===== src/rtl/pc_stack_pkg.sv =====
// Shared defaults and the operation encoding for the program-counter / return-stack unit.
package pc_stack_pkg;

    localparam int PC_W_DEF  = 8;
    localparam int DEPTH_DEF = 8;

    typedef enum logic [1:0] {
        OP_NEXT,
        OP_JUMP,
        OP_CALL,
        OP_RET
    } op_e;

endpackage


===== src/rtl/ras_lifo.sv =====
// Return-address LIFO: DEPTH x W register file with an occupancy counter.
// Only the counter and flags are reset; entry contents persist.
module ras_lifo #(
    parameter int W     = 8,
    parameter int DEPTH = 8
) (
    input  logic                     clk,
    input  logic                     rst,
    input  logic                     push,
    input  logic                     pop,
    input  logic [W-1:0]             din,
    output logic [W-1:0]             top,
    output logic [$clog2(DEPTH):0]   depth,
    output logic                     full,
    output logic                     empty
);

    localparam int AW = $clog2(DEPTH);
    localparam int DW = AW + 1;

    logic [W-1:0]  mem [DEPTH];
    logic [DW-1:0] cnt_m1;

    // Push is ignored when full and pop when empty; push wins if both are requested.
    always_ff @(posedge clk) begin
        if (rst) begin
            depth <= '0;
            full  <= 1'b0;
            empty <= 1'b1;
        end else if (push && !full) begin
            depth <= depth + DW'(1);
            full  <= (depth == DW'(DEPTH - 1));
            empty <= 1'b0;
        end else if (pop && !empty) begin
            depth <= depth - DW'(1);
            full  <= 1'b0;
            empty <= (depth == DW'(1));
        end
    end

    always_ff @(posedge clk) begin
        if (!rst && push && !full)
            mem[depth[AW-1:0]] <= din;
    end

    assign cnt_m1 = depth - DW'(1);
    assign top    = mem[cnt_m1[AW-1:0]];

endmodule


===== src/rtl/pc_stack_unit.sv =====
// Program counter with call/return stack: decodes one of NEXT/JUMP/CALL/RET per
// unstalled cycle and keeps a sticky overflow/underflow error flag.
module pc_stack_unit
    import pc_stack_pkg::*;
#(
    parameter int PC_W  = PC_W_DEF,
    parameter int DEPTH = DEPTH_DEF
) (
    input  logic                    clk,
    input  logic                    rst,
    input  logic                    stall,
    input  logic                    jump,
    input  logic                    ret,
    input  logic                    push,
    input  logic [PC_W-1:0]         target,
    output logic [PC_W-1:0]         pc,
    output logic [$clog2(DEPTH):0]  depth,
    output logic                    stk_full,
    output logic                    stk_empty,
    output logic                    stk_err
);

    op_e              op;
    logic [PC_W-1:0]  pc_inc;
    logic [PC_W-1:0]  ras_top;
    logic             do_call;
    logic             do_ret;

    always_comb begin
        op = OP_NEXT;
        if (ret)
            op = OP_RET;
        else if (jump && push)
            op = OP_CALL;
        else if (jump)
            op = OP_JUMP;
    end

    assign pc_inc  = pc + PC_W'(1);
    assign do_call = !stall && (op == OP_CALL);
    assign do_ret  = !stall && (op == OP_RET);

    ras_lifo #(
        .W     (PC_W),
        .DEPTH (DEPTH)
    ) u_ras (
        .clk   (clk),
        .rst   (rst),
        .push  (do_call),
        .pop   (do_ret),
        .din   (pc_inc),
        .top   (ras_top),
        .depth (depth),
        .full  (stk_full),
        .empty (stk_empty)
    );

    // A failed push or pop still redirects/advances the PC; only the error flag records it.
    always_ff @(posedge clk) begin
        if (rst) begin
            pc      <= '0;
            stk_err <= 1'b0;
        end else if (!stall) begin
            case (op)
                OP_RET: begin
                    pc <= stk_empty ? pc_inc : ras_top;
                    if (stk_empty) stk_err <= 1'b1;
                end
                OP_CALL: begin
                    pc <= target;
                    if (stk_full) stk_err <= 1'b1;
                end
                OP_JUMP: pc <= target;
                default: pc <= pc_inc;
            endcase
        end
    end

endmodule


===== config.mk =====
export PLATFORM = sky130hd
export DESIGN_NAME = pc_stack_unit
export DESIGN_NICKNAME = d
export VERILOG_FILES = /design/src/rtl/pc_stack_pkg.sv /design/src/rtl/ras_lifo.sv /design/src/rtl/pc_stack_unit.sv
export SDC_FILE = /design/constraint.sdc
export NUM_CORES = 1
export LEC_CHECK = 0
export ABC_AREA = 1
export CORE_MARGIN = 1.5
export CORE_UTILIZATION = 40
export DETAILED_ROUTE_END_ITERATION = 8
export GPL_TIMING_DRIVEN = 0
export PLACE_DENSITY_LB_ADDON = 0.12
export SLEW_MARGIN = 20
export SYNTH_ARGS = -nofsm -noshare
export SYNTH_HDL_FRONTEND = slang
export SYNTH_SLANG_ARGS = --single-unit

===== constraint.sdc =====
create_clock -name clk -period 2.4 [get_ports clk]
set_clock_uncertainty 0.2 [all_clocks]
set_input_delay 0.24 -clock clk [delete_from_list [all_inputs] [get_ports clk]]
set_output_delay 0.24 -clock clk [all_outputs]
set_load 0.1 [all_outputs]

=== Yosys cells after proc, flatten, opt, wreduce, memory -nomap -nowiden ===
Memory sizes are Yosys's and may differ from the RTL's.
Cells that the tools add are included.

* Register bits: 15
* Memory bits (writable): 64
* Word-level logic and storage cells: 48
* Output and inout port bits: 15
* Memories: 1
* Bits of input ports: 14

{| class="wikitable"
|+ Memories
! name !! words !! bits a word !! rd ports !! clocked after memory_dff !! write ports !! line !! source
|-
| u_ras.mem || 8 || 8 || 1 || 0 || 1 || ras_lifo.sv:21 || <nowiki>logic [W-1:0] mem [DEPTH];</nowiki>
|}

* Equal/unequal tests: 7
* Add/sub/neg operators: 3
* Reductions and logical operators: 15
* Muxes and demuxes: 16
* Bitwise operators: 1

{| class="wikitable"
|+ Operators by type and width
! operator !! count
|-
| case mux 8 bit (2 select lines) || 1
|-
| two-way mux 1 bit || 9
|-
| adder 8 x 1 -> 8 bit (second input constant) || 1
|-
| two-way mux 4 bit || 2
|-
| two-way mux 8 bit || 1
|-
| logical AND 1 bit || 7
|-
| adder 4 x 1 -> 4 bit (second input constant) || 1
|-
| equality test 2 bit (second input constant) || 2
|-
| equality test 4 x 1 -> 1 bit (second input constant) || 1
|-
| equality test 4 x 3 -> 1 bit (second input constant) || 1
|-
| logical NOT 1 bit || 4
|-
| two-way mux 2 bit || 2
|-
| != test 2 x 1 -> 1 bit (second input constant) || 2
|-
| AND reduction 4 bit || 1
|-
| nonzero test 2 bit || 2
|-
| subtractor 4 x 1 -> 4 bit (second input constant) || 1
|-
| equality test 2 x 1 -> 1 bit (second input constant) || 1
|-
| case mux 1 bit (2 select lines) || 1
|-
| OR reduction 2 bit || 1
|-
| inverter 1 bit || 1
|}

=== Logic depth before layout (Yosys ltp) ===
Gate-level depths: netlist of run 1.

* Depth in word-level cells: 9
* Mapped depth: 13

=== Hierarchy ===
A second synthesis of run 1 with hierarchy kept.

* Cell total of the unflattened synthesis: 362
* Area, all modules: 3569.7 sq um

{| class="wikitable"
|+ By module, submodules not included
! module !! seq. area each (sq um) !! instances !! cells an instance !! area an instance (sq um)
|-
| ras_lifo || 2042.0 || 1 || 262 || 2905.3
|-
| pc_stack_unit || 180.2 || 1 || 100 || 664.4
|}

=== Worst setup path after synthesis of run 1 ===
Ideal clock, no wire load.

* Kind: register -> register
* From: register u_ras.depth[0]
* To: register pc[4]
* Path slack: -0.453 ns
* Period minus slack after synthesis: 2.853 ns
* Setup time: 0.124 ns
* Cell stages (with the launch flop): 14
* Arrival: 2.529 ns
* Buffers on the path: 5
* Path through: dfxtp_1 -> buf_6 -> inv_6 -> buf_12 -> buf_6 -> ha_1 -> buf_4 -> inv_2 -> buf_2 -> nand3_1 -> nand3_1 -> nand2_1 -> nand2_1 -> a21oi_2

* Longest elaborated chain between the ends: 4

{| class="wikitable"
|+ RTL lines
! element !! line !! source
|-
| start, declared || ras_lifo.sv:13 || <nowiki>output logic [$clog2(DEPTH):0] depth,</nowiki>
|-
| start signal, assigned || ras_lifo.sv:31 || <nowiki>depth <= depth + DW'(1);</nowiki>
|-
| start signal, assigned || ras_lifo.sv:35 || <nowiki>depth <= depth - DW'(1);</nowiki>
|-
| subtractor 4 x 1 -> 4 bit || - ||
|-
| memory (8 x 8 bit) || - ||
|-
| two-way mux 8 bit || pc_stack_unit.sv:66 || <nowiki>pc <= stk_empty ? pc_inc : ras_top;</nowiki>
|-
| case mux 8 bit (2 select lines) || pc_stack_unit.sv:64 || <nowiki>case (op)</nowiki>
|-
| end signal, assigned || pc_stack_unit.sv:66 ||
|-
| end signal, assigned || pc_stack_unit.sv:70 || <nowiki>pc <= target;</nowiki>
|-
| end signal, assigned || pc_stack_unit.sv:73 || <nowiki>OP_JUMP: pc <= target;</nowiki>
|-
| end, declared || pc_stack_unit.sv:16 || <nowiki>output logic [PC_W-1:0] pc,</nowiki>
|}

Every way passes these cells.
A chain may end at the register's enable or synchronous reset.

=== Final worst setup path of run 1 ===
* From: register pc[4]
* To: output pc[4]

No word-level cell between the ends.

==> results of run 1 <==
## worst max path at each step
stage / from / to / slack (ps) / depth (start not counted)
floorplan: u_ras.full / u_ras.mem[1][0] / -90 / 5
global placement: ret / u_ras.mem[1][5] / -920 / 7
detailed placement: ret / u_ras.mem[2][5] / -400 / 7
CTS: ret / u_ras.mem[2][3] / -40 / 7
global route: pc[4] / pc[4] / 9 / 1
finish: pc[4] / pc[4] / 60 / 1
## synth_stat cells
| cell type | instances |
|---|---|
| edfxtp_1 | 64 |
| nand2_4 | 1 |
| buf_12 | 1 |
| nand3_2 | 1 |
| nand4_1 | 3 |
| o21ai_2 | 1 |
| ha_1 | 4 |
| inv_1 | 22 |
| a31oi_1 | 1 |
| clkinv_1 | 1 |
| and2_1 | 3 |
| buf_6 | 3 |
| xor2_1 | 3 |
| o21bai_1 | 1 |
| clkbuf_1 | 1 |
| a21oi_2 | 2 |
| nand4_4 | 1 |
| nand2_2 | 6 |
| o21a_1 | 1 |
| inv_2 | 5 |
| buf_4 | 7 |
| nor2_4 | 2 |
| nand2_1 | 96 |
| buf_8 | 1 |
| nor3_1 | 8 |
| a21oi_1 | 17 |
| nor2_2 | 1 |
| nand3_1 | 65 |
| buf_2 | 3 |
| o21ai_0 | 20 |
| inv_6 | 1 |
| dfxtp_1 | 15 |
| nor2_1 | 28 |
## cell families after synthesis
| family | after synthesis | share of synthesized area, % |
|---|---|---|
| AND/OR/NAND/NOR | 215 | 26.0 |
| AO/OA/AOI/OAI | 43 | 6.19 |
| flip-flops | 79 | 59.1 |
| XOR/XNOR | 3 | 0.698 |
| buffers and inverters | 45 | 6.75 |
| adder cells (fa/ha/maj) | 4 | 1.33 |
## power by group through the flow
stage | logic, uW | registers (uW) | clock network (uW)
final | 467 | 1530 | 1300
after global routing | 505 | 1530 | 1380
after CTS | 460 | 1530 | 1320
after detailed placement | 451 | 1560 | 0
after global placement | 449 | 1560 | 0
after floorplan | 205 | 1660 | 0
## cell type report
type	count	area [sq um]
clock inverter	7	145
clock buffer	9	124
tap	111	139
multi-input combinational	265	1360
fill	876	4590
timing repair buffer	33	328
buffer	16	165
inverter	29	119
sequential	79	2230
## per-layer routing
metal  vias up  GRT usage, %  wire, um  share of wire (%)
li1       1421             -         -                  -
met1      1351          28.2      4530                 47
met2        62          33.0      4480                 47
met3        11          4.18       456                4.7
met4         0          5.53       142                1.5
met5         -             0         0                  0
## worst register-to-register path, stage by stage, from the launching register on
cell and delay, ps:
dfxtp_4 370, buf_8 140, inv_6 40, buf_12 130, buf_6 140, ha_1 310, buf_6 160, inv_6 100
buf_12 140, nand3_1 100, nand3_1 100, nand2_1 90, nand2_1 100, a21oi_2 60
## flip-flops by register name, indices dropped and copies added (netlist names)
name         flops
u_ras.full       1
u_ras.empty      1
u_ras.mem       64
u_ras.depth      4
pc               8
stk_err          1
## stage by stage
stage / setup slack (ps) / hold WS [ps] / total power [uW] / utilization (%) / area (sq um)
after global routing: 8.57 / 318 / 3420 / 50.1 / 4610
after global placement: -916 / 256 / 2010 / 45.5 / 4190
after detailed placement: -403 / 268 / 2010 / 46.2 / 4250
final: 55.9 / 291 / 3300 / 50.1 / 4610
after CTS: -42.4 / 295 / 3310 / 49.3 / 4530
after floorplan: -91.5 / 102 / 1870 / - / 3770
## repair_timing
item                       4_1_cts  5_1_grt
gates cloned                     0        0
resized for setup                9       15
pin swaps                        0        0
setup endpoints to repair       29       43
buffers inserted                 0        1
==> flow_metrics.env, run 1 <==
export IMPL_worstPathRequired_ps=1960
export IMPL_die_x_um=100
export IMPL_r2r_start="u_ras.depth[0]"
export IMPL_synth_seq_cells=79
export IMPL_dp_cells=532
export IMPL_drt_vias_per_instance=5.18
export IMPL_first_iter_violations=160
export IMPL_fin_tns_setup_ps=0
export IMPL_initial_core_util_pct=40.9
export IMPL_path_buf_inv=1
export IMPL_arrival_ps=1900
export IMPL_rsz0062_at_grt="yes"
export IMPL_insertion_delay_ps=360
export IMPL_critPathKind="reg2out"
export IMPL_grt_pass1_wl_um=15000
export IMPL_syn2layout_area_growth_pct=22.4
export IMPL_drt_total_wl_um=9610
export IMPL_grt_max_degree=15
export IMPL_drv_cap=0
export IMPL_dp_hpwl_um=6590
export IMPL_drive_gt1_share_pct=15.8
export IMPL_power_frac_comb_pct=14.2
export IMPL_drtAntennaViolNets=0
export IMPL_clk_pin_slew_ps=90
export IMPL_fin_nets=451
export IMPL_wire_per_inst_um=17.5
export IMPL_synth_top_area_share_pct=51.1
export IMPL_max_slew_margin_pct=34.9
export IMPL_cts_buffer_depth=2
export IMPL_fmax_mhz=427
export IMPL_synth_nets=407
export IMPL_vias=2845
export IMPL_power_share_sequential_pct=46.4
export IMPL_pin_count=29
export IMPL_power_switching_uw=850
export IMPL_core_rowCount=35
export IMPL_period_needed_ps=2340
export IMPL_crit_family="buffers and inverters"
export IMPL_status="completed"
export IMPL_cp_end_kind="output port"
export IMPL_first_pass_iters=4
export IMPL_drc=0
export IMPL_io_buffers=28
export IMPL_worstRegToRegCells=13
export IMPL_stdcell_count=549
export IMPL_synth_area_top_cells="edfxtp_1, nand2_1, nand3_1"
export IMPL_dieArea_sq_um=10000
export IMPL_cp_max_fo=5
export IMPL_hold_path_class="reg2reg"
export IMPL_track_usage_pct=20.4
export IMPL_ys_seq_area_share_pct=59.1
export IMPL_synth_top_area_cell="edfxtp_1"
export IMPL_r2r_slack_ps=110
export IMPL_p_leak_uw=0.00184
export IMPL_slew_viol_final=0
export IMPL_grt_overflow=0
export IMPL_cts_sinks=79
export IMPL_htree_levels=3
export IMPL_slowest_stage="clkdlybuf4s50_1"
export IMPL_numCtsBuffers=9
export IMPL_syn_area_sq_um=3760
export IMPL_grt_pass1_vias=2763
export IMPL_finalHoldViolations=0
export IMPL_avgSynthCellArea_sq_um=9.67
export IMPL_vdd_ir_drop_max_uv=308
export IMPL_antenna_found_initial=0
export IMPL_diodes=0
export IMPL_ys_warn_count=0
export IMPL_final_cell_mix="nand2_1, nand3_1, edfxtp_1, nor2_1, inv_1"
export IMPL_ctsHoldBuffers=0
export IMPL_worst_path_largest_cell_delay_ps=1150
export IMPL_finalSetupViolCount=0
export IMPL_hold_path_endpoint="stk_err"
export IMPL_cts_tree="done"
export IMPL_internal_power_uw=2450
export IMPL_hp_start="stk_err"
export IMPL_gp_congestion=0.803
export IMPL_whs_path_depth=1
export IMPL_cts_root_buf="clkbuf_8"
export IMPL_coreArea_sq_um=9200
export IMPL_period_share_pct=97.7
export IMPL_die_h_um=100
export IMPL_synthCells=389
export IMPL_layout_commonest_cell="nand2_1"
export IMPL_worst_slew_pin_slew_ps=973
export IMPL_crit_path_cell_trace="clkdlybuf4s50_1"
export IMPL_synth_distinct_cells=33
export IMPL_power_density_nw_per_um2=716
export IMPL_r2r_end="pc[4]"
export IMPL_switching_share_pct=25.8
export IMPL_startpoint_type="register"
export IMPL_pwr_share_clk_pct=39.5
No activity file was read; power rests on OpenSTA's default activity.
==> run 2, diff against run 1 <==
--- a/config.mk
+++ b/config.mk
@@ -7,10 +7,12 @@
 export LEC_CHECK = 0
 export ABC_AREA = 1
 export CORE_MARGIN = 1.5
-export CORE_UTILIZATION = 40
+export CORE_UTILIZATION = 30
+export CTS_CLUSTER_SIZE = 20
 export DETAILED_ROUTE_END_ITERATION = 8
 export GPL_TIMING_DRIVEN = 0
 export PLACE_DENSITY_LB_ADDON = 0.12
+export SETUP_SLACK_MARGIN = 0.4
 export SLEW_MARGIN = 20
 export SYNTH_ARGS = -nofsm -noshare
 export SYNTH_HDL_FRONTEND = slang
==> flow_metrics.env, run 2 (synthesis gave the netlist of run 1 again) <==
export IMPL_layout_commonest_cell="nand2_1"
export IMPL_place_area_sq_um=4410
export IMPL_cts_root_buf="clkbuf_16"
export IMPL_wire_per_inst_um=17.2
export IMPL_period_share_pct=84.9
export IMPL_antenna_found_initial=0
export IMPL_ctsHoldBuffers=0
export IMPL_cp_max_fo=6
export IMPL_rsz0062_at_grt="yes"
export IMPL_grt_pass1_vias=2827
export IMPL_track_usage_pct=17.2
export IMPL_dieArea_sq_um=13200
export IMPL_cts_buffer_depth=2
export IMPL_worstRegToRegCells=12
export IMPL_largest_reg_flops=64
export IMPL_initial_core_util_pct=31.1
export IMPL_startpoint_type="register"
export IMPL_p_leak_uw=0.00204
export IMPL_die_h_um=115
export IMPL_numCtsBuffers=9
export IMPL_drtAntennaViolNets=0
export IMPL_status="completed"
export IMPL_coreArea_sq_um=12100
export IMPL_dp_hpwl_um=7030
export IMPL_htree_levels=3
export IMPL_cts_tree="done"
export IMPL_vias=2922
export IMPL_finalHoldViolations=0
export IMPL_worstSetupStartpoint="u_ras.depth[0]"
export IMPL_io_buffers=28
export IMPL_worstPathRequired_ps=2470
export IMPL_drc=0
export IMPL_cp_end_kind="register"
export IMPL_r2r_slack_ps=360
export IMPL_hold_path_class="reg2reg"
export IMPL_drt_vias_per_instance=4.70
export IMPL_period_needed_ps=2040
export IMPL_power_uw=3770
export IMPL_pre_cts_ws_ps=-517
export IMPL_first_iter_violations=160
export IMPL_finalSetupViolCount=0
export IMPL_fmax_mhz=491
export IMPL_slew_viol_final=0
export IMPL_arrival_ps=2110
export IMPL_critPathKind="reg2reg"
export IMPL_fin_nets=467
export IMPL_r2r_start="u_ras.depth[0]"
export IMPL_drive_gt1_share_pct=33.3
export IMPL_insertion_delay_ps=340
export IMPL_syn2layout_area_growth_pct=40.4
export IMPL_grt_max_degree=15
export IMPL_core_rowCount=40
export IMPL_pin_count=29
export IMPL_vdd_ir_drop_max_uv=312
export IMPL_drt_total_wl_um=10700
export IMPL_drv_cap=0
export IMPL_power_density_nw_per_um2=713
export IMPL_r2r_end="pc[0]"
export IMPL_whs_ps=271
export IMPL_endpoint="pc[0]"
export IMPL_diodes=0
export IMPL_die_x_um=115
export IMPL_gp_congestion=0.760
export IMPL_grt_overflow=0
export IMPL_fin_area_sq_um=5280
export IMPL_final_cell_mix="nand2_1, edfxtp_1, nand3_1, nand3_2, nor2_1"
export IMPL_max_slew_margin_pct=36.2
export IMPL_worst_slew_pin_slew_ps=961
export IMPL_first_pass_iters=4
export IMPL_cts_sinks=79
export IMPL_layout_setup_ws_ps=362
export IMPL_grt_pass1_wl_um=16400
export IMPL_clk_pin_slew_ps=60
[run 2: layout make-up]
cell class	count	area (sq um)
Timing Repair Buffer	49	542
Tap cell	168	210
Clock inverter	6	134
Multi-Input combinational cell	265	1610
Clock buffer	10	229
Buffer	16	185
Fill cell	1203	6830
Sequential cell	79	2240
Inverter	29	133
[run 2: worst min path at each step]
stage               slack [ps]             end     from  cells past startpoint
global route               310         stk_err  stk_err                      1
CTS                        280         stk_err  stk_err                      1
global placement           260         stk_err  stk_err                      1
floorplan                  100  u_ras.depth[3]      rst                      1
finish                     270         stk_err  stk_err                      1
detailed placement         260         stk_err  stk_err                      1
[run 2: critical path, stage by stage, from the launching register on]
cell	delay, ps
dfxtp_4	350
buf_8	110
inv_6	30
buf_12	110
buf_8	110
ha_4	210
buf_12	140
buf_4	140
nor2_1	100
o21ai_0	130
nand3_2	100
nand3_2	90
a21oi_2	130
[run 2: where the power goes]
group	switching (uW)	leakage, uW	internal [uW]	total [uW]
combinational	376	0.00115	191	567
clock	544	0.000177	1120	1670
sequential	22.6	0.000712	1510	1530
total	942	0.00204	2820	3770
[run 2: metal layers]
metal | vias to the layer above | track usage [%] | share of wire [%]
li1 | 1452 | - | -
met1 | 1413 | 23.2 | 47
met2 | 43 | 27.9 | 49
met3 | 14 | 3.16 | 2.8
met4 | 0 | 6.01 | 1.9
met5 | - | 0 | 0
[run 2: metrics by stage]
| step | utilization (%) | setup TNS, ps | cells |
|---|---|---|---|
| 5_1_grt | 43.6 | 0 | 622 |
| 2_1_floorplan | - | 0 | 389 |
| 3_5_place_dp | 36.4 | -19390 | 585 |
| 3_3_place_gp | 36.4 | -19670 | 585 |
| 6_report | 43.6 | 0 | 622 |
| 4_1_cts | 42.2 | 0 | 621 |
[run 2: timing repair]
item,in CTS,in global routing
pin swaps,19,23
gates cloned,1,1
endpoints found under the setup margin,88,72
buffers inserted,19,0
resized for setup,57,52
==> run 3, diff against run 2 <==
==> constraint.sdc (replaced) <==
create_clock -name clk -period 1.9 [get_ports clk]
set_clock_uncertainty 0.2 [all_clocks]
set_input_delay 0.19 -clock clk [delete_from_list [all_inputs] [get_ports clk]]
set_output_delay 0.19 -clock clk [all_outputs]
set_load 0.1 [all_outputs]
==> flow_metrics.env, run 3 (synthesis gave the netlist of run 1 again) <==
export IMPL_wire_per_inst_um=17.3
export IMPL_crit_top_cell="buf_8"
export IMPL_worstPathRequired_ps=1930
export IMPL_fmax_mhz=499
export IMPL_dp_hpwl_um=7090
export IMPL_rsz0062_at_grt="yes"
export IMPL_violations="negative setup slack"
export IMPL_initial_core_util_pct=31.1
export IMPL_critPathKind="reg2reg"
export IMPL_worst_path_largest_cell_delay_ps=360
export IMPL_grt_pass1_wl_um=16800
export IMPL_final_cell_mix="nand2_1, edfxtp_1, nand3_1, buf_4, nand3_2"
export IMPL_dp_cells=585
export IMPL_whs_path_depth=5
export IMPL_cts_buffer_depth=2
export IMPL_die_x_um=115
export IMPL_max_slew_margin_pct=67.8
export IMPL_cts_tree="done"
export IMPL_cp_max_fo=7
export IMPL_fin_tns_setup_ps=-693
export IMPL_grt_max_degree=13
export IMPL_fin_area_sq_um=5440
export IMPL_antenna_found_initial=0
export IMPL_worstSetupStartpoint="u_ras.depth[0]"
export IMPL_largest_reg_flops=64
export IMPL_layout_commonest_cell="nand2_1"
export IMPL_first_pass_iters=4
export IMPL_worst_slew_pin_slew_ps=486
export IMPL_gp_congestion=0.766
export IMPL_slowest_stage="dfxtp_4"
export IMPL_numCtsBuffers=9
export IMPL_track_usage_pct=17.6
export IMPL_drive_gt1_share_pct=38.7
export IMPL_fin_util_pct=44.9
export IMPL_period_share_pct=105
export IMPL_first_iter_violations=120
export IMPL_power_share_sequential_pct=45.6
export IMPL_status="finished, violations left"
export IMPL_switching_share_pct=28.3
export IMPL_core_rowCount=40
export IMPL_power_frac_comb_pct=18.1
export IMPL_grt_pass1_vias=2918
export IMPL_grt_overflow=0
export IMPL_layout_setup_ws_ps=-103
export IMPL_crit_path_cell_trace="buf_8, inv_6, buf_12, buf_8, ha_4, buf_8, inv_8, buf_12, nand3_4, nand3_2, nand3_2, nand2_1, a21oi_1"
export IMPL_slew_viol_final=0
export IMPL_vias=3013
export IMPL_crit_family="buffers and inverters"
export IMPL_cts_root_buf="clkbuf_16"
export IMPL_io_buffers=28
export IMPL_finalSetupViolCount=9
export IMPL_r2r_slack_ps=-100
export IMPL_place_area_sq_um=4490
export IMPL_internal_power_uw=3040
export IMPL_diodes=0
export IMPL_r2r_start="u_ras.depth[0]"
export IMPL_drc=0
export IMPL_insertion_delay_ps=340
export IMPL_cts_sinks=79
export IMPL_syn2layout_area_growth_pct=44.6
export IMPL_die_h_um=115
export IMPL_p_leak_uw=0.00207
export IMPL_drv_cap=0
export IMPL_path_buf_inv=7
export IMPL_stdcell_count=636
export IMPL_drtAntennaViolNets=0
export IMPL_pwr_share_clk_pct=36.3
export IMPL_period_needed_ps=2000
export IMPL_hold_path_class="in2reg"
export IMPL_drt_vias_per_instance=4.74
export IMPL_finalHoldViolations=0
export IMPL_power_switching_uw=1200
export IMPL_vdd_ir_drop_max_uv=413
export IMPL_power_density_nw_per_um2=779
export IMPL_r2r_end="pc[5]"
export IMPL_hp_start="ret"
export IMPL_drt_total_wl_um=11000
export IMPL_coreArea_sq_um=12100
export IMPL_hold_path_endpoint="pc[2]"
export IMPL_worstRegToRegCells=13
export IMPL_fin_nets=481
export IMPL_cp_end_kind="register"
export IMPL_ctsHoldBuffers=0
export IMPL_pin_count=29
export IMPL_clk_pin_slew_ps=60
export IMPL_startpoint_type="register"
export IMPL_arrival_ps=2030
export IMPL_power_uw=4240
export IMPL_htree_levels=3
export IMPL_dieArea_sq_um=13200
-- run 3: cell types whose count changed in the layout (fill, tap and decap cells not counted), moves of 5 or more --
cell             delta
clkinv_1            +6
buf_6               +6
dfxtp_2             -6
dfxtp_4             +8
clkdlybuf4s15_2     -5
buf_4              +18
-- run 3: what timing repair did --
| action | CTS | global route |
|---|---|---|
| gates cloned | 1 | 0 |
| setup endpoints to repair | 134 | 96 |
| buffers inserted | 28 | 6 |
| pin swaps | 32 | 24 |
| gates resized for setup | 148 | 33 |
-- run 3: metrics by stage --
| step | hold WS [ps] | setup slack, ps |
|---|---|---|
| after floorplan | 45.1 | -239 |
| after global placement | 250 | -960 |
| after detailed placement | 257 | -948 |
| after CTS | 266 | -112 |
| after global routing | 152 | -167 |
| final | 110 | -103 |
-- run 3: routing by layer --
layer / vias to the layer above / global-route usage, % / part of all wire, %
met3: 12 / 2.90 / 3.6
met2: 38 / 29.4 / 50
met4: 0 / 6.67 / 1.6
met5: - / 0 / 0
li1: 1487 / - / -
met1: 1476 / 23.0 / 45
-- run 3: how the worst max path moves through the flow --
stage / endpoint / cells after the start / slack [ps]
2_1_floorplan: pc[5] / 13 / -240
3_3_place_gp: u_ras.mem[6][6] / 7 / -960
3_5_place_dp: u_ras.mem[3][5] / 7 / -950
4_1_cts: pc[3] / 13 / -110
5_1_grt: pc[1] / 12 / -170
6_report: pc[5] / 13 / -100
-- run 3: layout make-up --
class / instances / area [sq um]
Multi-Input combinational cell: 265 / 1710
Tap cell: 168 / 210
Inverter: 29 / 139
Sequential cell: 79 / 2260
Fill cell: 1183 / 6670
Clock buffer: 9 / 225
Clock inverter: 7 / 30.0
Timing Repair Buffer: 63 / 666
Buffer: 16 / 198
-- run 3: power groups by stage --
stage | registers (uW) | logic (uW) | clock network (uW)
after floorplan | 2100 | 297 | 0
after global placement | 1970 | 616 | 0
after detailed placement | 1970 | 617 | 0
after CTS | 1940 | 735 | 1550
after global routing | 1940 | 825 | 1620
final | 1930 | 768 | 1540
-- run 3: tightest hold or removal path: stages --
cell and delay, ps:
clkbuf_2 170, o21ai_0 110, inv_1 40, nand2_1 50, a21oi_1 50
